File: src/rtl/vga_timing_pkg.sv
// Shared VGA timing defaults, sync FSM state encoding and counter helper.
package vga_timing_pkg;

  // 640x480 @ 60 Hz, 25 MHz pixel clock
  localparam int unsigned DEF_H_VISIBLE = 640;
  localparam int unsigned DEF_H_SYNC    = 96;
  localparam int unsigned DEF_H_BACK    = 48;
  localparam int unsigned DEF_H_TOTAL   = 800;
  localparam int unsigned DEF_V_VISIBLE = 480;
  localparam int unsigned DEF_V_SYNC    = 2;
  localparam int unsigned DEF_V_BACK    = 33;
  localparam int unsigned DEF_V_TOTAL   = 525;

  typedef enum logic [1:0] {
    StSearch = 2'd0,
    StTrain  = 2'd1,
    StLocked = 2'd2
  } sync_state_e;

  // 10-bit increment that sticks at all-ones
  function automatic logic [9:0] sat_inc10(input logic [9:0] val);
    return (val == 10'h3FF) ? val : val + 10'd1;
  endfunction

endpackage

File: src/rtl/sync_edge_detect.sv
// Registers one sync input and flags rising/falling edges against the previous sample.
module sync_edge_detect (
  input  logic clk_i,
  input  logic rst_i,
  input  logic din_i,
  output logic rise_o,
  output logic fall_o
);

  logic sample_q;
  logic prev_q;

  // Sync lines idle high, so both stages reset to 1 to avoid a spurious edge.
  always_ff @(posedge clk_i or posedge rst_i) begin
    if (rst_i) begin
      sample_q <= 1'b1;
      prev_q   <= 1'b1;
    end else begin
      sample_q <= din_i;
      prev_q   <= sample_q;
    end
  end

  // Edge pulses are combinational from the two registered samples.
  always_comb begin
    rise_o = sample_q & ~prev_q;
    fall_o = prev_q & ~sample_q;
  end

endmodule

File: src/rtl/vga_sync_decoder.sv
// Recovers pixel coordinates from an incoming VGA stream, checks its timing and
// locks after one clean training frame.
module vga_sync_decoder
  import vga_timing_pkg::*;
#(
  parameter int unsigned H_VISIBLE = DEF_H_VISIBLE,
  parameter int unsigned H_SYNC    = DEF_H_SYNC,
  parameter int unsigned H_BACK    = DEF_H_BACK,
  parameter int unsigned H_TOTAL   = DEF_H_TOTAL,
  parameter int unsigned V_VISIBLE = DEF_V_VISIBLE,
  parameter int unsigned V_SYNC    = DEF_V_SYNC,
  parameter int unsigned V_BACK    = DEF_V_BACK,
  parameter int unsigned V_TOTAL   = DEF_V_TOTAL
) (
  input  logic       vga_clk,
  input  logic       reset,
  input  logic       hsync,
  input  logic       vsync,
  input  logic       redIn,
  input  logic       greenIn,
  input  logic       blueIn,
  output logic [9:0] pix_x,
  output logic [9:0] pix_y,
  output logic [2:0] pix_rgb,
  output logic       pix_valid,
  output logic       frame_done,
  output logic       locked,
  output logic       timing_error,
  output logic [7:0] err_cnt
);

  localparam logic [9:0] HActStart = 10'(H_SYNC + H_BACK);
  localparam logic [9:0] HActEnd   = 10'(H_SYNC + H_BACK + H_VISIBLE - 1);
  localparam logic [9:0] VActStart = 10'(V_SYNC + V_BACK);
  localparam logic [9:0] VActEnd   = 10'(V_SYNC + V_BACK + V_VISIBLE - 1);
  localparam logic [9:0] HLast     = 10'(H_TOTAL - 1);
  localparam logic [9:0] VLast     = 10'(V_TOTAL - 1);
  localparam logic [9:0] HSyncEnd  = 10'(H_SYNC);
  localparam logic [9:0] VSyncEnd  = 10'(V_SYNC);
  localparam logic [9:0] CntMax    = 10'h3FF;

  logic        hs_rise, hs_fall, vs_rise, vs_fall;
  logic [2:0]  rgb_q;
  logic [9:0]  h_cnt_q, h_cnt_d;
  logic [9:0]  v_cnt_q, v_cnt_d;
  sync_state_e state_q, state_d;
  logic        chk_fail;
  logic        active;
  logic        pix_hit;
  logic        frame_hit;

  sync_edge_detect u_hs_edge (
    .clk_i  (vga_clk),
    .rst_i  (reset),
    .din_i  (hsync),
    .rise_o (hs_rise),
    .fall_o (hs_fall)
  );

  sync_edge_detect u_vs_edge (
    .clk_i  (vga_clk),
    .rst_i  (reset),
    .din_i  (vsync),
    .rise_o (vs_rise),
    .fall_o (vs_fall)
  );

  // Colour is sampled alongside the syncs so it stays aligned with the counters.
  always_ff @(posedge vga_clk or posedge reset) begin
    if (reset) begin
      rgb_q <= 3'b000;
    end else begin
      rgb_q <= {redIn, greenIn, blueIn};
    end
  end

  // Counter next state: the counts assigned to the sample now in the input register.
  always_comb begin
    h_cnt_d = hs_fall ? 10'd0 : sat_inc10(h_cnt_q);
    if (vs_fall) begin
      v_cnt_d = 10'd0;
    end else if (hs_fall) begin
      v_cnt_d = sat_inc10(v_cnt_q);
    end else begin
      v_cnt_d = v_cnt_q;
    end
  end

  // Timing checks: falls compare the count that ended, rises the count just assigned.
  always_comb begin
    chk_fail = 1'b0;
    if (state_q != StSearch) begin
      chk_fail = (hs_fall && (h_cnt_q != HLast))
              || (hs_rise && (h_cnt_d != HSyncEnd))
              || (vs_fall && (v_cnt_q != VLast))
              || (vs_rise && (v_cnt_d != VSyncEnd))
              || ((h_cnt_d == CntMax) && (h_cnt_q != CntMax));
    end
  end

  // Lock FSM next state; an error always wins over a vsync fall.
  always_comb begin
    state_d = state_q;
    if (chk_fail) begin
      state_d = StSearch;
    end else if (vs_fall) begin
      unique case (state_q)
        StSearch: state_d = StTrain;
        StTrain:  state_d = StLocked;
        StLocked: state_d = StLocked;
        default:  state_d = StSearch;
      endcase
    end
  end

  // Active-area decode and pulse qualifiers for the registered outputs.
  always_comb begin
    active = (h_cnt_d >= HActStart) && (h_cnt_d <= HActEnd)
          && (v_cnt_d >= VActStart) && (v_cnt_d <= VActEnd);
    pix_hit   = active && (state_d == StLocked);
    frame_hit = vs_fall && (state_q == StLocked) && !chk_fail;
  end

  // State, counters and all outputs; pixel fields hold outside valid pixels.
  always_ff @(posedge vga_clk or posedge reset) begin
    if (reset) begin
      state_q      <= StSearch;
      h_cnt_q      <= 10'd0;
      v_cnt_q      <= 10'd0;
      pix_x        <= 10'd0;
      pix_y        <= 10'd0;
      pix_rgb      <= 3'b000;
      pix_valid    <= 1'b0;
      frame_done   <= 1'b0;
      locked       <= 1'b0;
      timing_error <= 1'b0;
      err_cnt      <= 8'd0;
    end else begin
      state_q      <= state_d;
      h_cnt_q      <= h_cnt_d;
      v_cnt_q      <= v_cnt_d;
      pix_valid    <= pix_hit;
      frame_done   <= frame_hit;
      locked       <= (state_d == StLocked);
      timing_error <= chk_fail;
      if (chk_fail && (err_cnt != 8'hFF)) begin
        err_cnt <= err_cnt + 8'd1;
      end
      if (pix_hit) begin
        pix_x   <= h_cnt_d - HActStart;
        pix_y   <= v_cnt_d - VActStart;
        pix_rgb <= rgb_q;
      end
    end
  end

endmodule

File: config.mk
export PLATFORM = sky130hd
export DESIGN_NAME = vga_sync_decoder
export DESIGN_NICKNAME = d
export VERILOG_FILES = /design/src/rtl/vga_timing_pkg.sv /design/src/rtl/sync_edge_detect.sv /design/src/rtl/vga_sync_decoder.sv
export SDC_FILE = /design/constraint.sdc
export NUM_CORES = 1
export LEC_CHECK = 0
export ABC_AREA = 1
export CORE_MARGIN = 3
export CORE_UTILIZATION = 61
export DETAILED_ROUTE_END_ITERATION = 8
export GPL_ROUTABILITY_DRIVEN = 0
export GPL_TIMING_DRIVEN = 0
export MAX_ROUTING_LAYER = met4
export PLACE_DENSITY_LB_ADDON = 0.12
export SLEW_MARGIN = 20
export SYNTH_ARGS = -nofsm -noshare
export SYNTH_HDL_FRONTEND = slang
export SYNTH_SLANG_ARGS = --single-unit
File: constraint.sdc
create_clock -name vga_clk -period 4.9 [get_ports vga_clk]
set_clock_uncertainty 0.05 [all_clocks]
set_input_delay 0.735 -clock vga_clk [delete_from_list [all_inputs] [get_ports vga_clk]]
set_output_delay 0.735 -clock vga_clk [all_outputs]
set_load 0.01 [all_outputs]
* Word level (Yosys, flattened, before mapping)
Index checks and enable logic that the tools add are counted.
Storage, ports and cells: register bits after elaboration 64, bits of input ports 7, output and inout port bits 35
Operators by class: bitwise logic cells 8, multiplexer cells 9, order comparisons 4, reduce and logical (&&, ||, !) cells 20, equal/unequal tests 12, $add $sub $neg 5
Operators with widths (count):
- $mux W10 | 5
- $eq A10 B10 Y1 const B | 3
- $ne A10 B10 Y1 const B | 3
- $add A10 B1 Y10 const B | 2
- $le A10 B10 Y1 const B | 2
- $logic_and A1 B1 Y1 | 12
- $ge A10 B6 Y1 const B | 1
- $ge A10 B8 Y1 const B | 1
- $ne A10 B2 Y1 const B | 1
- $ne A10 B7 Y1 const B | 1
- $sub A10 B6 Y10 const B | 1
- $sub A10 B8 Y10 const B | 1
- $add A8 B1 Y8 const B | 1
- $ne A8 B8 Y1 const B | 1
- $and A1 B1 Y1 | 4
- $eq A2 B2 Y1 const B | 2
- $logic_or A1 B1 Y1 | 4
- $mux W2 | 2
- $not A1 Y1 | 4
- $pmux W2 S2 | 1
- $eq A2 B1 Y1 const B | 1
- $logic_not A2 Y1 | 1
- $reduce_bool A2 Y1 | 1
- $reduce_or A2 Y1 | 1
- other kinds (2) | 2

* Longest topological paths before layout
Gate-level depths: netlist of run 1.
depth after elaboration 13, gate-level depth with buffers 21, depth with buffers taken out 20

* By module
A second synthesis of run 1 with hierarchy kept.
Unflattened totals: cell total of the unflattened synthesis 490, area, all modules 3870.0 um^2
Modules (own cells, without submodules):
- vga_sync_decoder | area an instance 3727.3 um^2, instances 1, cells an instance 476
- sync_edge_detect | area an instance 71.3 um^2, instances 2, cells an instance 7

* Least setup slack after synthesis of run 1
No wires, ideal clock.
kind register to register, from register h_cnt_q[0], to register pix_x[4], path slack 2278 ps, setup time 119 ps, period minus slack after synthesis 2622 ps, cell stages (with the launch flop) 18, data required time 4731 ps, arrival 2454 ps, buffers on the path 1, cells stage by stage dfrtp_1 -> ha_1 -> nand3_1 -> nor2_1 -> nand4_1 -> nand2_1 -> xor2_1 -> nand2_1 -> ha_1 -> a21oi_2 -> nor2_1 -> a21oi_1 -> nand2_1 -> nor2_4 -> nand4_4 -> buf_6 -> nand2_1 -> nand2_1
Between the ends: longest elaborated chain between the ends 13, elaborated cells on any way between the ends 25, classes of those cells add/sub (2); order compare (2); eq/ne (6); mux (4); reduce/logical (11)
Ends and longest elaborated chain:
- start, declared | line vga_sync_decoder.sv:44 | logic [9:0] h_cnt_q, h_cnt_d;
- start signal, assigned | line vga_sync_decoder.sv:140 | h_cnt_q <= h_cnt_d;
- $add A10 B1 Y10 or $eq A10 B10 Y1 (tied branches) | line vga_timing_pkg.sv:22 | return (val == 10'h3FF) ? val : val + 10'd1;
- $mux W10 | line vga_timing_pkg.sv:22
- $mux W10 | line vga_sync_decoder.sv:79 | h_cnt_d = hs_fall ? 10'd0 : sat_inc10(h_cnt_q);
- $ne A10 B7 Y1 | line vga_sync_decoder.sv:94 | || (hs_rise && (h_cnt_d != HSyncEnd))
- $logic_and A1 B1 Y1 | line vga_sync_decoder.sv:94
- $logic_or A1 B1 Y1 | line vga_sync_decoder.sv:94
- $logic_or A1 B1 Y1 | line vga_sync_decoder.sv:95 | || (vs_fall && (v_cnt_q != VLast))
- $logic_or A1 B1 Y1 | line vga_sync_decoder.sv:96 | || (vs_rise && (v_cnt_d != VSyncEnd))
- $logic_or A1 B1 Y1 | line vga_sync_decoder.sv:97 | || ((h_cnt_d == CntMax) && (h_cnt_q != CntMax));
- $mux W1 | line vga_sync_decoder.sv:92 | if (state_q != StSearch) begin
- $mux W2 | line vga_sync_decoder.sv:104 | if (chk_fail) begin
- $eq A2 B2 Y1 | line vga_sync_decoder.sv:120 | pix_hit = active && (state_d == StLocked);
- $logic_and A1 B1 Y1 | line vga_sync_decoder.sv:120
- end signal, assigned | line vga_sync_decoder.sv:150 | pix_x <= h_cnt_d - HActStart;
- end, declared | line vga_sync_decoder.sv:22 | output logic [9:0] pix_x,
Parallel ways exist; a longest one is shown, timed or not. A chain may end at the register's enable or synchronous reset.

* Worst setup path after layout of run 1
from register u_vs_edge.sample_q, to register pix_y[3]
Between the ends: longest elaborated chain between the ends 11, elaborated cells on any way between the ends 20, classes of those cells add/sub (1); order compare (2); eq/ne (2); mux (4); bitwise (3); reduce/logical (8)
Ends and longest elaborated chain:
- start, declared | line sync_edge_detect.sv:10 | logic sample_q;
- start signal, assigned | line sync_edge_detect.sv:19 | sample_q <= din_i;
- $not A1 Y1 * | line sync_edge_detect.sv:27 | fall_o = prev_q & ~sample_q;
- $and A1 B1 Y1 * | line sync_edge_detect.sv:27
- $mux W10 * | line vga_sync_decoder.sv:80 | if (vs_fall) begin
- via v_cnt_d[1] | line vga_sync_decoder.sv:45 | logic [9:0] v_cnt_q, v_cnt_d;
- $ne A10 B2 Y1 | line vga_sync_decoder.sv:96
- $logic_and A1 B1 Y1 | line vga_sync_decoder.sv:96
- $logic_or A1 B1 Y1 | line vga_sync_decoder.sv:96
- $logic_or A1 B1 Y1 | line vga_sync_decoder.sv:97
- $mux W1 | line vga_sync_decoder.sv:92
- $mux W2 | line vga_sync_decoder.sv:104
- $eq A2 B2 Y1 | line vga_sync_decoder.sv:120
- $logic_and A1 B1 Y1 | line vga_sync_decoder.sv:120
- end signal, assigned | line vga_sync_decoder.sv:151 | pix_y <= v_cnt_d - VActStart;
- end, declared | line vga_sync_decoder.sv:23 | output logic [9:0] pix_y,
The timed path passes the listed nets; every way through them passes the cells marked *.

==> out/results.tsv, run 1 <==
metric	value	unit
Worst R2R Path Depth	16	
Syn Std Cell Area	3690	um^2
clock buffer depth	2	
Detailed Route WL	8780	um
Async SR Flop Fraction	100	%
Root Driver	clkbuf_8	
# port buffers	41	
Hold Crit Class	reg2reg	
critical path required time	5.09	ns
status	finished, final reports clean	
Pwr Total	1.65	mW
leading area contributor after synthesis	dfrtp_1	
DRT Pass-1 Iters	4	
setup TNS	0	ns
vias in the first global route	3217	
post-synthesis sequential element count	64	
initial antenna violation count	0	
CTS hold repair buffers	0	
worst slew pin tran	0.644	ns
clock-pin slew on the worst setup and hold paths	0.08	ns
leak pwr	2.29	nW
share of layout cells above drive strength 1	11.4	%
Post-synth EDFFs	0	
reg-to-reg endpoint	pix_y[3]	
Hold Path Depth	0	
Warnings, synthesis	0	
Max Cap Viol	0	
# setup viols final	0	
DRC viols	0	
reg2reg start	u_vs_edge.sample_q	
final critical-path required period	3.28	ns
Routed wire per std cell	14.6	um
die area	7020	um^2
CP Max Fanout	10	
Net Count, Synth	490	
Worst Setup End Kind	flop	
worst slack at placement	1.68	ns
library cells used by synthesis	32	
Area growth syn-to-layout	21.2	%
post-route cell area	4470	um^2
row count	27	
Avg Synthesized Cell Area	7.85	um^2
initial core utilization	65.0	%
GRT Total Usage	26.8	%
top_reg_cell synth	dfrtp_1	
CP Class	reg2reg	
Placed Area	4220	um^2
vias per cell	5.51	
area of the multi-input gates	1780	um^2
Vias	3305	
register area share after synthesis	43.6	%
top post-synthesis cells by count	154 x nand2_1, 60 x dfrtp_1, 54 x inv_1, 43 x nand3_1, 34 x nand4_1	
crit path capture	pix_y[3]	
Initial DRC Count	238	
CTS tree	built	
storage element area	1610	um^2
most frequent cell after synthesis	nand2_1	
I/O pin cnt	42	
non-filler cells in the finished layout	600	
fillers	403	
Worst path slowest cell	dfstp_2	
Critical Path Most Common Cell	nand2_1	
Remaining Overflow, GRT	0	
n_diodes	0	
antenna-violating nets left	0	
Slew headroom	56.8	%
largest net degree at the start of global routing	61	
Post-DP HPWL	6270	um
Yosys top cell area share	40.7	%
worst-path cell chain	inv_1, nand2_1, clkbuf_1, inv_1, a21oi_1, ha_1, inv_1, nand2_1, o21ai_1, nand2_1, nor2_1, nor2_4, nand4_4, buf_6, nand2_1, nand2_1	
Die Height	83.8	um
top post-synthesis cells by area	dfrtp_1 41%, nand2_1 16%, nand3_1 5.8%	
Setup crit start	u_vs_edge.sample_q	
Final Hold Viols	0	
PostCTS Resize Cnt	0	
Power Density	369	nW/um^2
post-layout util	78.8	%
startpoint types	flop	
max incr delay on CP	0.54	ns
CP arrival	3.46	ns
first-pass GRT wire length	14700	um
hold slack	0.325	ns
Setup Buffers After CTS	0	
worst-skew pair later-pin latency	0.35	ns
DP Cell Count	584	
RSZ-0062 raised after global routing	false	
# H-tree levels	3	
final worst slack	1.62	ns
CTS Buf Count	9	
Slew Viols, Final	0	
peak supply drop	0.358	mV
clock sinks	64	
Syn Inst Count	470	
nets	543	
reg-to-reg setup timing slack	1.62	ns
Core Box Area	5680	um^2
fin crit share	66.9	%
Peak Freq	305	MHz
die width	83.8	um
==> sequential cells by signal, summed over array words and instances, names as in the netlist <==
signal / cells
h_cnt_q: 10
pix_x: 10
pix_y: 10
v_cnt_q: 10
err_cnt: 8
pix_rgb: 3
rgb_q: 3
state_q: 2
frame_done: 1
locked: 1
pix_valid: 1
timing_error: 1
u_hs_edge.prev_q: 1
u_hs_edge.sample_q: 1
u_vs_edge.prev_q: 1
u_vs_edge.sample_q: 1
==> worst min path at each step <==
stage	startpoint	to	slack, ns
global placement	u_vs_edge.sample_q	u_vs_edge.prev_q	0.31
detailed placement	u_vs_edge.sample_q	u_vs_edge.prev_q	0.31
finish	u_hs_edge.sample_q	u_hs_edge.prev_q	0.32
global route	u_vs_edge.sample_q	u_vs_edge.prev_q	0.33
floorplan	u_hs_edge.sample_q	u_hs_edge.prev_q	0.30
CTS	u_vs_edge.sample_q	u_vs_edge.prev_q	0.32
==> placed cells by master (no fill, tap or decap), types with 3 or more instances in the layout <==
cell type / n
a21oi_1: 4
a21oi_2: 3
buf_2: 4
buf_6: 3
bufinv_16: 3
clkbuf_1: 3
clkbuf_8: 10
clkdlybuf4s50_1: 41
dfrtp_1: 60
dfstp_2: 4
ha_1: 13
inv_1: 53
inv_2: 6
nand2_1: 154
nand2_2: 3
nand3_1: 43
nand3_2: 4
nand4_1: 34
nor2_1: 26
nor2_4: 5
nor3_1: 3
o21ai_0: 10
xnor2_1: 9
xor2_1: 9
==> critical path, delay by kind of cell (launching register included) <==
family | cells | cell delay (ns)
adders and majority gates | 1 | 0.25
AOI/OAI and AO/OA | 2 | 0.40
and+or+nand+nor | 8 | 1.06
DFF | 1 | 0.54
buffers and inverters | 5 | 0.86
==> layout make-up <==
type / count / area share, %
buffer: 12 / 1.79
inverter: 60 / 5.09
multi-input combinational: 334 / 39.7
tap: 72 / 2.01
clock inverter: 6 / 2.57
clock buffer: 10 / 3.08
timing repair buffer: 42 / 9.79
sequential: 64 / 35.9
==> per-layer routing <==
layer,GRT usage (%),up-vias,share of wire [%],wire (um)
li1,-,1620,-,-
met1,34.0,1544,44,3890
met2,41.6,121,48,4180
met3,7.01,20,6.3,550
met4,9.65,0,1.9,164
met5,-,-,0,0
==> where the power goes <==
group          switching, mW  total, mW  leakage (nW)  internal [mW]
Clock                  0.223      0.577         0.123          0.354
Sequential            0.0534      0.637         0.853          0.583
Combinational          0.274      0.438          1.31          0.163
Total                  0.551       1.65          2.29           1.10
==> logic make-up after synthesis <==
group                    share of synthesized area (%)
flip-flops                                        43.6
adder cells (fa/ha/maj)                           4.41
AND/OR/NAND/NOR                                   35.4
XOR/XNOR                                          4.27
buffers and inverters                             8.28
AO/OA/AOI/OAI                                     4.07
(Power assumes the default switching activity.)
==> run 2: changes to the inputs <==
CORE_UTILIZATION = 56   (was 61)
clock period = 3.2 ns   (was 4.9 ns; I/O delays follow)
==> out/results.tsv, run 2 (synthesis results as in run 1) <==
metric	value	unit
Peak Freq	339	MHz
# H-tree levels	3	
reg-to-reg setup timing slack	0.25	ns
Root Driver	clkbuf_8	
DRC viols	0	
Initial DRC Count	239	
Worst R2R Path Depth	17	
Slew Viols, Final	0	
largest net degree at the start of global routing	39	
share of layout cells above drive strength 1	13.6	%
CP Max Fanout	10	
GRT Total Usage	24.8	%
die area	7600	um^2
Worst Setup End Kind	flop	
RSZ-0062 raised after global routing	false	
Hold Crit Class	reg2reg	
n_diodes	0	
Core Box Area	6130	um^2
nets	547	
DRT Pass-1 Iters	7	
reg-to-reg endpoint	pix_rgb[0]	
antenna-violating nets left	0	
post-route cell area	4490	um^2
final worst slack	0.247	ns
crit path capture	pix_rgb[0]	
Area growth syn-to-layout	21.7	%
CP arrival	3.13	ns
Max Cap Viol	0	
# setup viols final	0	
Setup crit start	h_cnt_q[0]	
Die Height	87.2	um
commonest non-fill, non-tap cell in the layout	nand2_1	
final critical-path required period	2.95	ns
first-pass GRT wire length	14500	um
CTS tree	built	
initial core utilization	60.2	%
Vias	3272	
Remaining Overflow, GRT	0	
status	finished, final reports clean	
setup TNS	0	ns
Slew headroom	56.0	%
startpoint types	flop	
vias per cell	5.40	
clock-pin slew on the worst setup and hold paths	0.07	ns
I/O pin cnt	42	
worst-skew pair later-pin latency	0.34	ns
Detailed Route WL	8540	um
Power Density	544	nW/um^2
commonest cells after routing, fill and taps aside	152 x nand2_1, 59 x dfrtp_1, 51 x inv_1	
die width	87.2	um
worst slew pin tran	0.655	ns
leak pwr	2.29	nW
worst slack at placement	0.0177	ns
vias in the first global route	3224	
CTS Buf Count	9	
clock buffer depth	2	
critical path required time	3.38	ns
Post-DP HPWL	6220	um
fin crit share	92.3	%
hold slack	0.317	ns
CP Class	reg2reg	
row count	28	
peak supply drop	0.476	mV
reg2reg start	h_cnt_q[0]	
initial antenna violation count	0	
Final Hold Viols	0	
# port buffers	41	
Routed wire per std cell	14.1	um
Placed Area	4220	um^2
clock sinks	64	
==> run 2: cell types whose count changed in the layout (fill, tap and decap cells not counted), sizes merged <==
cell	previous run	this run
clkinvlp	1	0
inv	61	60
buf	10	14
clkbuf	13	15
bufinv	3	2
==> run 2: how the worst min path moves through the flow <==
stage          cells past startpoint               end               start
2_1_floorplan                      0  u_hs_edge.prev_q  u_hs_edge.sample_q
3_3_place_gp                       0  u_vs_edge.prev_q  u_vs_edge.sample_q
3_5_place_dp                       0  u_vs_edge.prev_q  u_vs_edge.sample_q
4_1_cts                            0  u_vs_edge.prev_q  u_vs_edge.sample_q
5_1_grt                            0  u_vs_edge.prev_q  u_vs_edge.sample_q
6_report                           0  u_vs_edge.prev_q  u_vs_edge.sample_q
==> run 2: metal layers <==
metal	vias to the layer above	routed length, um	global-route usage, %
li1	1619	-	-
met1	1541	3820	31.9
met2	91	4120	39.1
met3	21	474	5.87
met4	0	121	7.53
met5	-	0	-
==> run 2: repair_timing <==
item | in CTS | in global routing
pin swaps | 0 | 1
setup endpoints to repair | 15 | 35
hold buffers | 0 | 0
gates resized for setup | 1 | 11
buffers inserted | 0 | 5
==> run 2: cell type report <==
class                   instances  area [um^2]
multi-input cells             334         1790
fillers                       463         1640
flip-flops and latches         64         1610
repair buffers                 47          468
inverters                      60          230
clock buffers                  12          155
well taps                      75         93.8
plain buffers                  11         76.3
clock inverters                 3         65.1
==> run 2: worst max-delay path, cell delays in order (launching register included) <==
cell	delay (ns)
dfrtp_2	0.41
ha_2	0.22
nand3_1	0.11
nor2_1	0.15
nand4_1	0.14
nand2_1	0.10
xor2_1	0.20
nand2_2	0.12
ha_2	0.22
a21oi_2	0.17
nor2_1	0.05
a21oi_1	0.13
nand2_1	0.11
nor2_4	0.17
nand4_4	0.16
buf_6	0.20
nand2_1	0.07
nand2_1	0.06
==> run 2: per-stage QoR <==
stage	power, mW	instances	utilization (%)
floorplan	1.44	470	-
global placement	1.62	586	68.4
finish	2.44	606	73.2
detailed placement	1.65	587	68.8
CTS	2.43	602	72.4
global route	2.59	606	73.2
==> run 2: power breakdown <==
group	internal [mW]	switching, mW	total, mW
sequential	0.895	0.0780	0.973
combinational	0.262	0.433	0.695
clock	0.476	0.301	0.777
==> edit (settings of run 1) <==
Register the output `err_cnt` once more, with the module's reset; this adds one clock of latency there. The other outputs are not delayed to match.
--- a/src/rtl/vga_sync_decoder.sv
+++ b/src/rtl/vga_sync_decoder.sv
@@ -40,2 +40,4 @@
   localparam logic [9:0] CntMax    = 10'h3FF;
+
+  logic [7:0] err_cnt_s0;
 
@@ -136,3 +138,3 @@
       timing_error <= 1'b0;
-      err_cnt      <= 8'd0;
+      err_cnt_s0   <= 8'd0;
     end else begin
@@ -145,4 +147,4 @@
       timing_error <= chk_fail;
-      if (chk_fail && (err_cnt != 8'hFF)) begin
-        err_cnt <= err_cnt + 8'd1;
+      if (chk_fail && (err_cnt_s0 != 8'hFF)) begin
+        err_cnt_s0 <= err_cnt_s0 + 8'd1;
       end
@@ -156,2 +158,10 @@
 
+  always_ff @(posedge vga_clk or posedge reset) begin
+    if (reset) begin
+      err_cnt <= '0;
+    end else begin
+      err_cnt <= err_cnt_s0;
+    end
+  end
+
 endmodule
Formal check against the unedited RTL: not equivalent (Yosys sat finds a counterexample within 4 cycles, from zero or initial values and one cycle with reset high).
==> edit against run 1 <==
Critical path depth stayed put; core utilization is 2.5 points lower; synthesized cell count is 1.1% higher; sequential cell count is 8 higher; sequential power is 15% higher; highest routed layer unchanged; largest power group unchanged; total power is 1.9% lower; non-clock buffer count is 1 higher; design area is 4.0% higher; first-iteration DRC count is 26% lower; setup slack better by 170 ps; area after synthesis is 6.6% higher; routed wire length is 2.3% lower.
==> edit: results (changes against run 1) <==
final_layout:
  drive_gt1_share_pct: 12.9  # was 11.4%
  comb.multi_input.count: 327  # was 334
  final-nonclk-buf-share_pct: 11.4  # was 11.6%
  fill_cells: 445  # was 403
  multi_input_area_share_pct: 38.6  # was 39.7%
  nClkBuffers: 12  # was 10
  multi_input_area_mm2: 0.00180  # was 0.00178 mm^2
power:
  seqPwrFrac_pct: 45.2  # was 38.6%
  clkPwrFrac_pct: 26.4  # was 34.9%
  ir_drop_mv: 0.278  # was 0.358 mV
  internal_power_w: 0.00105  # was 0.00110 W
  leakagePower_nw: 2.46  # was 2.29 nW
  powerDensity_mw_per_mm2: 348  # was 369 mW/mm^2
placement:
  dp_hpwl_um: 6400  # was 6270 um
  post_dp_cell_area_mm2: 0.00447  # was 0.00422 mm^2
  pre_cts_slack_ps: 1830  # was 1680 ps
grt:
  grt_max_degree: 50  # was 61
  first_global_vias: 3192  # was 3,217
yosys:
  synth_cell_type_count: 36  # was 32
  synthTopCellsByCount: "nand2_1, dfrtp_1, inv_1, nand3_1, nand4_1"  # unchanged
  yosysSeqAreaShare_pct: 45.9  # was 43.6%
  synth_area_leaders: "dfrtp_1, nand2_1, nand4_1"  # was dfrtp_1, nand2_1, nand3_1
  synth_nets: 495  # was 490
drt:
  first_iter_violations: 177  # was 238
  wl_per_cell_um: 14.1  # was 14.6 um
  vias_per_cell: 5.48  # was 5.51
floorplanning:
  die_area_mm2: 0.00745  # was 0.00702 mm^2
cts:
  cts.sinks: 72  # was 64
run_status:
  status: "finished clean"  # unchanged
[edit: cell count changes after synthesis, moves of 3 or more]
| cell | run 1 | this run |
|---|---|---|
| xnor2_1 | 9 | 6 |
| o21ai_1 | 2 | 5 |
| nor2_1 | 26 | 23 |
| nand2_2 | 3 | 9 |
| inv_1 | 54 | 57 |
| nand2_1 | 154 | 142 |
| dfrtp_1 | 60 | 68 |
| nand3_1 | 43 | 39 |
| nand3_2 | 4 | 8 |
[edit: cell families after synthesis]
group,synth area share (%)
flip-flops,45.9
AND/OR/NAND/NOR,34.5
buffers and inverters,8.40
AO/OA/AOI/OAI,3.25
XOR/XNOR,3.79
adder cells (fa/ha/maj),4.14
[edit: path summary, 6_finish.rpt]
check / from / end / slack, ps
worst min-delay path: u_vs_edge.sample_q / u_vs_edge.prev_q / 320
worst max-delay path: u_vs_edge.sample_q / pix_rgb[1] / 1800
max in group asynchronous: reset / pix_y[7] / 3620
worst min register to register: u_vs_edge.sample_q / u_vs_edge.prev_q / 320
worst max register to register: u_vs_edge.sample_q / pix_rgb[1] / 1800
min in group asynchronous: reset / pix_rgb[0] / 660
[edit: layer usage]
| layer | track usage (%) | vias up | part of all wire (%) |
|---|---|---|---|
| met5 | - | - | 0 |
| met4 | 8.36 | 0 | 1.4 |
| met3 | 4.56 | 14 | 4.5 |
| met2 | 39.9 | 76 | 49 |
| met1 | 33.5 | 1607 | 45 |
| li1 | - | 1636 | - |
[edit: per-stage QoR]
step / cells / hold slack, ps
2_1_floorplan: 475 / 304
3_3_place_gp: 591 / 305
3_5_place_dp: 592 / 310
4_1_cts: 608 / 321
5_1_grt: 608 / 328
6_report: 608 / 321
